<file path="src/rtl/attractor_scanner.sv">
// Sweeps initial values through an external next-state function and finds each
// trajectory's attractor with Brent's algorithm, reporting period and minimum state.
module attractor_scanner #(
    parameter logic [7:0] INIT_FIRST = 8'd0,
    parameter logic [7:0] INIT_LAST  = 8'd255,
    parameter logic [9:0] MAX_STEPS  = 10'd1023
) (
    input  logic       clk,
    input  logic       rst,
    input  logic       start,
    output logic       busy,
    output logic       done,
    output logic [7:0] f_query,
    input  logic [7:0] f_next,
    output logic       res_valid,
    input  logic       res_ready,
    output logic [7:0] res_init,
    output logic       res_fixed,
    output logic [8:0] res_period,
    output logic [7:0] res_attr,
    output logic       res_timeout
);

    typedef enum logic [2:0] {
        IDLE,
        SEED,
        SEARCH,
        WALK,
        REPORT,
        DONE
    } state_t;

    state_t state;
    state_t state_next;

    logic [7:0] cur_init;
    logic [7:0] tort;
    logic [7:0] hare;
    logic [9:0] power;
    logic [8:0] lam;
    logic [9:0] steps;
    logic [7:0] walk;
    logic [7:0] amin;
    logic [8:0] wcnt;

    logic       meet;
    logic       last_walk;
    logic [7:0] walk_min;

    assign meet      = (tort == hare);
    assign last_walk = (wcnt == lam - 9'd1);
    assign walk_min  = (f_next < amin) ? f_next : amin;

    always_ff @(posedge clk) begin
        if (rst) begin
            state <= IDLE;
        end else begin
            state <= state_next;
        end
    end

    always_comb begin
        state_next = state;
        busy       = (state != IDLE);
        done       = 1'b0;
        res_valid  = 1'b0;
        f_query    = 8'd0;
        case (state)
            IDLE: begin
                if (start) begin
                    state_next = SEED;
                end
            end
            SEED: begin
                f_query    = cur_init;
                state_next = SEARCH;
            end
            SEARCH: begin
                f_query = hare;
                if (meet) begin
                    state_next = (lam == 9'd1) ? REPORT : WALK;
                end else if (steps == MAX_STEPS) begin
                    state_next = REPORT;
                end
            end
            WALK: begin
                f_query = walk;
                if (last_walk) begin
                    state_next = REPORT;
                end
            end
            REPORT: begin
                res_valid = 1'b1;
                if (res_ready) begin
                    state_next = (cur_init == INIT_LAST) ? DONE : SEED;
                end
            end
            DONE: begin
                done       = 1'b1;
                state_next = IDLE;
            end
            default: state_next = IDLE;
        endcase
    end

    // Result fields are loaded only on the edge entering REPORT, so they hold under backpressure.
    always_ff @(posedge clk) begin
        if (rst) begin
            cur_init    <= 8'd0;
            tort        <= 8'd0;
            hare        <= 8'd0;
            power       <= 10'd0;
            lam         <= 9'd0;
            steps       <= 10'd0;
            walk        <= 8'd0;
            amin        <= 8'd0;
            wcnt        <= 9'd0;
            res_init    <= 8'd0;
            res_fixed   <= 1'b0;
            res_period  <= 9'd0;
            res_attr    <= 8'd0;
            res_timeout <= 1'b0;
        end else begin
            case (state)
                IDLE: begin
                    if (start) begin
                        cur_init <= INIT_FIRST;
                    end
                end
                SEED: begin
                    tort  <= cur_init;
                    hare  <= f_next;
                    power <= 10'd1;
                    lam   <= 9'd1;
                    steps <= 10'd0;
                end
                SEARCH: begin
                    if (meet) begin
                        walk <= hare;
                        amin <= hare;
                        wcnt <= 9'd1;
                        if (lam == 9'd1) begin
                            res_init    <= cur_init;
                            res_period  <= lam;
                            res_fixed   <= 1'b1;
                            res_attr    <= hare;
                            res_timeout <= 1'b0;
                        end
                    end else if (steps == MAX_STEPS) begin
                        res_init    <= cur_init;
                        res_period  <= 9'd0;
                        res_fixed   <= 1'b0;
                        res_attr    <= 8'd0;
                        res_timeout <= 1'b1;
                    end else begin
                        if (power == {1'b0, lam}) begin
                            tort  <= hare;
                            power <= power << 1;
                            lam   <= 9'd1;
                        end else begin
                            lam <= lam + 9'd1;
                        end
                        hare  <= f_next;
                        steps <= steps + 10'd1;
                    end
                end
                WALK: begin
                    walk <= f_next;
                    amin <= walk_min;
                    wcnt <= wcnt + 9'd1;
                    if (last_walk) begin
                        res_init    <= cur_init;
                        res_period  <= lam;
                        res_fixed   <= (lam == 9'd1);
                        res_attr    <= walk_min;
                        res_timeout <= 1'b0;
                    end
                end
                REPORT: begin
                    if (res_ready && (cur_init != INIT_LAST)) begin
                        cur_init <= cur_init + 8'd1;
                    end
                end
                default: ;
            endcase
        end
    end

endmodule
</file>
<file path="config.mk">
export PLATFORM = sky130hd
export DESIGN_NAME = attractor_scanner
export DESIGN_NICKNAME = d
export VERILOG_FILES = /design/src/rtl/attractor_scanner.sv
export SDC_FILE = /design/constraint.sdc
export NUM_CORES = 1
export LEC_CHECK = 0
export ABC_AREA = 0
export ABC_CLOCK_PERIOD_IN_PS = 7400
export CORE_ASPECT_RATIO = 2
export CORE_MARGIN = 8
export CORE_UTILIZATION = 35
export CTS_BUF_LIST = sky130_fd_sc_hd__clkbuf_8
export DETAILED_ROUTE_END_ITERATION = 12
export HOLD_SLACK_MARGIN = 0.15
export PLACE_DENSITY = 0.5
export SLEW_MARGIN = 30
export SYNTH_ARGS = -nofsm -noshare
export SYNTH_HDL_FRONTEND = slang
export SYNTH_SLANG_ARGS = --single-unit
</file>
<file path="constraint.sdc">
create_clock -name clk -period 7.4 [get_ports clk]
set_input_delay 1.48 -clock clk [delete_from_list [all_inputs] [get_ports clk]]
set_output_delay 1.48 -clock clk [all_outputs]
set_load 0.005 [all_outputs]
</file>
==> results_dict.tcl, run 1 <==
set metrics [dict create \
    status "completed" \
    end_kind "primary output" \
    grt_pass1_vias 5439 \
    peakVddDrop_mv 0.1370 \
    cts_sinks 108 \
    path_cells "nor2b_1, a22oi_1, nor2_1, clkdlybuf4s50_1" \
    cts_buffer_depth 2 \
    drv_cap 0 \
    first_pass_iters 4 \
    p_total_mw 1.841 \
    relSlewSlack_pct 32.49 \
    finalSetupTns_ns 0 \
    grt_pass1_wl_mm 30.77 \
    synth.top_cell.area_share_pct 36.07 \
    ant_nets 0 \
    synthArstFlopShare_pct 0 \
    htreeDepth 3 \
    synth_area_leaders "dfxtp_1, nand2_1, xnor2_1, nor2_1, nand3_1" \
    vias 5396 \
    hold_violations 0 \
    fp-row-count 67 \
    antenna_found_initial 0 \
    grt-ovfl-total 0 \
    dp.cells 924 \
    grt_max_degree 62 \
    cp_slowest_cell "dfxtp_1" \
    seq_area_frac_synth_pct 36.07 \
    core_sq_um 16770 \
    p_per_area_nw_per_um2 274.0 \
    yosys_warnings 0 \
    die_h_um 201.1 \
    path_class "reg2out" \
    synth-edff-count 0 \
    max_stage_delay_ns 0.77 \
    drc 0 \
    syn2layout_area_growth_pct 12.06 \
    hp-class "reg2reg" \
    cts_buffers 9 \
    clk_latency_ns 0.39 \
    route.final.wire_length_mm 19.54 \
    nFillCells 1721 \
    track_usage_pct 18.25 \
    wl_per_cell_um 20.79 \
    start_util_pct 35.75 \
    nets 753 \
    worst_ep_required_time_ns 5.92 \
    syn-cell-area_sq_um 5994 \
    ys_ff_latch 108 \
    finalClockSkew_ns 0.02167 \
    timing.final.crit_share_pct 54.20 \
    fmax_mhz 249.3 \
    routabilityCongestion 0.9139 \
    rsz0062_at_grt "false" \
    antenna_cells 0 \
    power.leakage_nw 2.292 \
    dieArea_sq_um 21830 \
    fin_crit_ns 4.011 \
    drive_above_1_share_pct 10.64 \
    fin_ws_ns 3.389 \
    cts_root_buf "clkbuf_8" \
    tightestPinTransition_ns 1.005 \
    die_w_um 108.5 \
    post_cts_resized 0 \
    place_ws_ns 3.112 \
    synth_cell_types 72 \
    hold_buffers 0 \
    finalNonFillerCells 940 \
    worst-endpoint-arrival_ns 2.53 \
    syn_area_per_cell_sq_um 8.291 \
    holdWs_ns 0.4614 \
    drtIter0Drc 253 \
    start_kind "register" \
    hpwl_mm 14.48 \
    via_per_inst 5.740 \
    syn_nets 748 \
    cts_tree "done" \
    path_clk_slew_ns 0.11 \
    ioPinCount 50 \
    ys.flop_type "dfxtp_1" \
    syn_inst 723 \
    setup_viol 0 \
    critPathMaxFanout 16 \
    timing_max_transition_violations_final 0 \
    cts_setup_buffers 0 \
    yosys.area.top_type "dfxtp_1" \
    io_buffers 49 \
]
## cell usage in the layout, fill, tap and decap left out, types with 5 or more instances in the layout
cell / count
a211oi_1: 11
a21oi_1: 36
a21oi_2: 9
a22oi_1: 8
a311oi_1: 11
a31oi_1: 22
and3_1: 7
buf_4: 8
clkbuf_8: 12
clkdlybuf4s50_1: 48
dfxtp_1: 108
ha_1: 13
inv_1: 15
mux2_2: 16
mux2i_1: 14
nand2_1: 104
nand3_1: 37
nand4_1: 7
nor2_1: 65
nor2b_1: 11
nor3_1: 8
o21a_1: 11
o21ai_0: 12
o21ai_2: 8
o221ai_1: 7
o31ai_1: 7
or3_1: 5
xnor2_1: 29
xor2_1: 17
## critical path, delay by kind of cell (launching register included)
family | cells | cell delay, ns
flip-flops | 1 | 0.77
AND/OR/NAND/NOR | 2 | 0.67
buffers and inverters | 1 | 0.54
AO/OA/AOI/OAI | 1 | 0.16
## cell type report
cell class,instances,area (sq um),area share (%)
Multi-Input combinational cell,538,3510,52.24
Sequential cell,108,2162,32.18
Timing Repair Buffer,57,545.5,8.121
Tap cell,207,259.0,3.855
Clock buffer,12,165.2,2.459
Inverter,14,52.55,0.7823
Clock inverter,4,23.77,0.3539
## state kept, by name, indices dropped and copies added, names as in the netlist, 3 cells and up
signal      cells
hare            8
tort            8
res_init        8
walk            8
lam             9
state           3
wcnt            9
amin            8
res_attr        8
steps          10
power          10
cur_init        8
res_period      9
## path summary, 6_finish.rpt
path / start / end / slack [ns] / cells after the start
worst max-delay path: state[1] / f_query[1] / 3.39 / 4
worst min register to register: res_period[2] / res_period[2] / 0.46 / 2
worst min-delay path: res_period[2] / res_period[2] / 0.46 / 2
worst max register to register: state[1] / lam[8] / 4.24 / 7
## metal layers
metal  wire, um  vias up  track usage, %
met5          0        -               0
met4       1049        0           11.77
met3        728       44           2.476
met2      10570      153           33.23
met1       7188     2615           18.49
li1           -     2584               -
## through the flow
stage	utilization (%)	cell area, sq um
6_report	40.07	6718
5_1_grt	40.07	6718
4_1_cts	40.07	6718
3_5_place_dp	38.94	6529
3_3_place_gp	38.84	6513
2_1_floorplan	-	5995
## Yosys cell counts (3+ instances only)
master and instances:
a211oi_1 11, a21o_1 3, a21oi_1 36, a21oi_2 9, a22oi_1 8, a311oi_1 11
a31oi_1 22, a32oi_1 3, and3_1 7, and4_1 3, buf_2 21, clkbuf_1 36
dfxtp_1 108, ha_1 13, inv_1 14, mux2_2 16, mux2i_1 14, nand2_1 104
nand2b_1 4, nand3_1 37, nand4_1 7, nor2_1 66, nor2b_1 11, nor3_1 8
o2111ai_1 5, o21a_1 11, o21ai_0 12, o21ai_2 8, o221ai_1 8, o31ai_1 7
or3_1 5, xnor2_1 29, xor2_1 17
## power by group
group | total (mW) | switching [mW] | internal [mW]
logic | 0.696 | 0.455 | 0.242
registers | 0.786 | 0.130 | 0.656
clock network | 0.358 | 0.210 | 0.149
## cells by family after synthesis
logic type / Yosys count / share of synthesized area, %
buf+inv: 77 / 5.761
fa+ha+maj: 13 / 2.713
mux: 31 / 5.594
compound gates: 177 / 21.50
xor+xnor: 47 / 7.097
simple gates: 270 / 21.27
flops: 108 / 36.07
Note: power is estimated with default switching activity, not from simulation.
==> inputs of run 2 (changes only) <==
- ABC_CLOCK_PERIOD_IN_PS: 7400 -> 3700
- clock period: 7.4 -> 3.7 ns (I/O delays scaled with it)
==> run 2 against run 1 <==
Against the previous run:
- flip-flop and latch count did not move
- clock skew fell by 0.0020 ns
- combinational power rose by 130%
- first-iteration DRC count fell by 9.9%
- cell count rose by 1.9%
- non-clock buffer count rose by 18
- global-route usage fell by 0.60 points
- sequential share of layout area fell by 0.82 points
- clock-buffer cell count did not move
- largest cell class unchanged
==> results_dict.tcl, run 2 (synthesized netlist as in run 1, its figures left out) <==
set metrics [dict create \
    status "completed" \
    dp.cells 942 \
    r2r_slack_ns 0.69 \
    layout_common_cells "dfxtp_1, nand2_1, nor2_1, clkdlybuf4s50_1, nand3_1" \
    die_w_um 108.5 \
    cts_tree "done" \
    track_usage_pct 17.65 \
    end_kind "primary output" \
    worst-endpoint-arrival_ns 2.51 \
    grt-ovfl-total 0 \
    placed_area_sq_um 6641 \
    drtIter0Drc 228 \
    hp-class "reg2reg" \
    reg2reg_depth 7 \
    cts_buffer_depth 2 \
    p_switching_mw 1.569 \
    cts_setup_buffers 0 \
    ioPinCount 50 \
    timing.final.crit_share_pct 87.76 \
    tightestPinTransition_ns 0.9135 \
    via_per_inst 5.632 \
    vias 5395 \
    power.leakage_nw 2.408 \
    hpwl_mm 14.24 \
    wl_per_cell_um 19.80 \
    die_h_um 201.1 \
    start_kind "register" \
    nets 771 \
    core_sq_um 16770 \
    fp-row-count 67 \
    routabilityCongestion 0.9139 \
    final-seq-area_sq_um 2162 \
    place_ws_ns 0.5354 \
    cts_root_buf "clkbuf_8" \
    critPathMaxFanout 16 \
    rsz0062_at_grt "false" \
    power_frac_clock_pct 21.7 \
    finalClockSkew_ns 0.01962 \
    internal-power_mw 2.317 \
    post_cts_resized 0 \
    grt_pass1_wl_mm 29.91 \
    final_common_cell "dfxtp_1" \
    path_clk_slew_ns 0.10 \
    syn2layout_area_growth_pct 15.01 \
    ant_nets 0 \
    p_per_area_nw_per_um2 563.7 \
    min_path_cells 2 \
    r2r-end "tort[2]" \
    drc 0 \
    largestRegisters "power: 10 flops, steps: 10 flops" \
    path_class "reg2out" \
    pwr-share-comb_pct 40.4 \
    switching_share_pct 40.37 \
    grt_max_degree 61 \
    drive_above_1_share_pct 12.78 \
    fmax_mhz 308.0 \
    finalNonFillerCells 958 \
    peakVddDrop_mv 0.2430 \
    cts_sinks 108 \
    antenna_found_initial 0 \
    seqPwrFrac_pct 37.9 \
    drv_cap 0 \
    postLayoutCellArea_sq_um 6894 \
    timing_max_transition_violations_final 0 \
    startpoint "state[1]" \
    route.final.wire_length_mm 18.97 \
    start_util_pct 35.75 \
    finalSetupTns_ns 0 \
    fin_ws_ns 0.4530 \
    first_pass_iters 4 \
    clk_latency_ns 0.38 \
    antenna_cells 0 \
    htreeDepth 3 \
    dieArea_sq_um 21830 \
    hold_buffers 0 \
    cts_buffers 9 \
    r2r_start "state[1]" \
    hold_violations 0 \
    io_buffers 49 \
    worst_ep_required_time_ns 2.96 \
    grt_pass1_vias 5439 \
    multiInputGateArea_sq_um 3505 \
    fin_crit_ns 3.247 \
    holdCritStartpoint "res_period[3]" \
    nFillCells 1743 \
    setup_viol 0 \
    relSlewSlack_pct 39.03 \
    min_to "res_period[3]" \
]
[run 2: cell types whose count changed in the layout (fill, tap and decap cells not counted), sizes merged]
cell | before | now
inv | 15 | 14
clkinv | 1 | 2
bufinv | 0 | 2
clkinvlp | 2 | 0
buf | 9 | 27
[run 2: how the worst max path moves through the flow]
| stage | endpoint | slack, ns |
|---|---|---|
| floorplan | res_fixed | 1.10 |
| global placement | amin[0] | 0.60 |
| detailed placement | amin[0] | 0.54 |
| CTS | f_query[2] | 0.46 |
| global route | f_query[2] | 0.27 |
| finish | f_query[2] | 0.45 |
[run 2: metrics by stage]
stage / util [%] / power, mW / hold slack [ns]
after floorplan: - / 2.465 / 0.4541
after global placement: 39.61 / 3.034 / 0.4483
after detailed placement: 39.61 / 3.053 / 0.4526
after CTS: 41.01 / 3.907 / 0.4663
after global routing: 41.12 / 4.105 / 0.4923
final: 41.12 / 3.886 / 0.4605
[run 2: final cells by class]
cell class                      instances  area share, %
Clock buffer                           12          2.396
Clock inverter                          4          1.016
Sequential cell                       108          31.36
Inverter                               14         0.7623
Timing Repair Buffer                   75          9.873
Tap cell                              207          3.757
Multi-Input combinational cell        538          50.83
[run 2: critical path, cell delays in order, from the launching register on]
cell and delay, ns:
dfxtp_1 0.76, nor2b_1 0.50, a22oi_1 0.16, nor2_1 0.16, clkdlybuf4s50_1 0.54
[run 2: power groups by stage]
| stage | sequential, mW | combinational, mW | clock (mW) |
|---|---|---|---|
| 3_3_place_gp | 1.49 | 1.54 | 0 |
| 4_1_cts | 1.47 | 1.56 | 0.872 |
| 3_5_place_dp | 1.50 | 1.56 | 0 |
| 6_report | 1.47 | 1.57 | 0.842 |
| 5_1_grt | 1.50 | 1.71 | 0.901 |
| 2_1_floorplan | 1.41 | 1.05 | 0 |
[run 2: layer usage]
| metal | global-route usage, % | vias up | part of all wire [%] |
|---|---|---|---|
| met4 | 9.453 | 0 | 4.3 |
| met5 | 0 | - | 0 |
| met1 | 17.72 | 2591 | 37 |
| li1 | - | 2624 | - |
| met2 | 33.10 | 142 | 55 |
| met3 | 2.508 | 38 | 3.2 |
==> inputs of run 3 (changes only) <==
- REMOVE_ABC_BUFFERS: default -> 1
==> run 3 against run 2 <==
Against the previous run:
- register-to-register slack worse by 0.08 ns
- combinational power down 3%
- clock power down 12%
- utilization down 0.29 points
- critical path depth unchanged
- die area unchanged
- clock-buffer cell count down 2
- global-route usage about the same
- sequential share of layout area up 0.22 points
- largest cell class unchanged
==> results_dict.tcl, run 3 (synthesized netlist as in run 1, its figures left out) <==
set metrics [dict create \
    grt_pass1_vias 5497 \
    fin_util_pct 40.83 \
    fin_crit_ns 3.308 \
    cts_buffers 9 \
    dieArea_sq_um 21830 \
    path_clk_slew_ns 0.11 \
    switching_share_pct 42.20 \
    post_cts_resized 0 \
    cts_sinks 108 \
    nets 772 \
    vias 5471 \
    setup_viol 0 \
    drc 0 \
    fp-row-count 67 \
    seqPwrFrac_pct 39.9 \
    dp.cells 943 \
    final_common_cell "dfxtp_1" \
    hp-class "reg2reg" \
    cts_root_buf "clkbuf_8" \
    layout_common_cells "dfxtp_1, nand2_1, nor2_1, clkdlybuf4s50_1, nand3_1" \
    first_pass_iters 4 \
    via_per_inst 5.711 \
    antenna_cells 0 \
    crit_family "flip-flops" \
    worst-endpoint-arrival_ns 2.57 \
    hold_buffers 0 \
    track_usage_pct 17.65 \
    finalSetupTns_ns 0 \
    timing.final.crit_share_pct 89.41 \
    p_per_area_nw_per_um2 551.8 \
    core_sq_um 16770 \
    htreeDepth 3 \
    die_h_um 201.1 \
    power.leakage_nw 2.380 \
    hpwl_mm 14.27 \
    tightestPinTransition_ns 0.7798 \
    fmax_mhz 302.3 \
    cts_buffer_depth 2 \
    end_kind "primary output" \
    fin_ws_ns 0.3919 \
    start_kind "register" \
    grt_pass1_wl_mm 29.92 \
    clk_latency_ns 0.39 \
    max_stage_delay_ns 0.75 \
    power_frac_clock_pct 19.7 \
    path_class "reg2out" \
    cts_setup_buffers 0 \
    critPathMaxFanout 16 \
    peakVddDrop_mv 0.3513 \
    routabilityCongestion 0.8774 \
    timing_max_transition_violations_final 0 \
    start_util_pct 35.75 \
    holdWs_ns 0.4612 \
    relSlewSlack_pct 48.02 \
    finalNonFillerCells 958 \
    io_buffers 49 \
    path_cells "nor2b_1, a22oi_1, nor2_1, clkdlybuf4s50_1" \
    wl_per_cell_um 19.98 \
    syn2layout_area_growth_pct 14.19 \
    rsz0062_at_grt "false" \
    hold_violations 0 \
    drive_above_1_share_pct 12.38 \
    drtIter0Drc 248 \
    p_switching_mw 1.594 \
    path_buf_inv 1 \
    r2r_slack_ns 0.61 \
    place_ws_ns 0.4973 \
    cp_slowest_cell "dfxtp_1" \
    status "completed" \
    grt-ovfl-total 0 \
    ioPinCount 50 \
    cts_tree "done" \
    pwr-share-comb_pct 40.4 \
    internal-power_mw 2.183 \
    finalClockSkew_ns 0.01915 \
    largestRegisters "power: 10 flops, steps: 10 flops" \
    route.final.wire_length_mm 19.15 \
    worst_ep_required_time_ns 2.96 \
    antenna_found_initial 0 \
    drv_cap 0 \
    grt_max_degree 61 \
    die_w_um 108.5 \
    ant_nets 0 \
]
## run 3: cell count changes in the layout (fill, tap and decap cells not counted)
cell	previous run	this run
clkbuf_8	12	10
o21ai_2	9	8
a2111oi_1	1	0
buf_4	26	27
inv_1	14	15
o21ai_1	1	2
o41ai_2	1	0
o41ai_1	1	2
clkinv_2	2	1
clkinvlp_4	0	2
bufinv_16	2	1
a2111oi_0	0	1
## run 3: worst register-to-register path, delay by kind of cell (launching register included)
family,cells,cell delay (ns)
compound gates,2,0.82
flops,1,0.75
simple gates,4,1.43
## run 3: final cells by class
cell class | instances | area (sq um)
multi-input cells | 538 | 3492
inverters | 14 | 52.55
clock inverters | 5 | 53.80
well taps | 207 | 259.0
fillers | 1724 | 9921
repair buffers | 76 | 688.2
flip-flops and latches | 108 | 2162
clock buffers | 10 | 137.6
## run 3: stage by stage
step / area, sq um / power, mW
global route: 6845 / 3.989
CTS: 6845 / 3.809
global placement: 6649 / 3.014
floorplan: 5702 / 2.373
detailed placement: 6654 / 3.056
finish: 6845 / 3.777
## run 3: power groups by stage
stage                     Sequential, mW  Clock, mW  Combinational, mW
final                               1.51      0.744               1.52
after global routing                1.53      0.804               1.66
after CTS                           1.51      0.772               1.53
after detailed placement            1.53          0               1.52
after global placement              1.53          0               1.49
after floorplan                     1.49          0              0.882
## run 3: worst paths after layout
kind | startpoint | end | cells after the start
worst max register to register | state[1] | tort[0] | 6
worst min register to register | res_period[6] | res_period[6] | 2
worst max-delay path | state[1] | f_query[3] | 4
worst min-delay path | res_period[6] | res_period[6] | 2
## run 3: metal layers
layer | GRT usage (%) | vias to the layer above | routed length (um)
met5 | 0 | - | 0
met4 | 10.04 | 0 | 864
met3 | 2.186 | 36 | 617
met2 | 32.79 | 131 | 10550
met1 | 17.98 | 2674 | 7110
li1 | - | 2630 | -
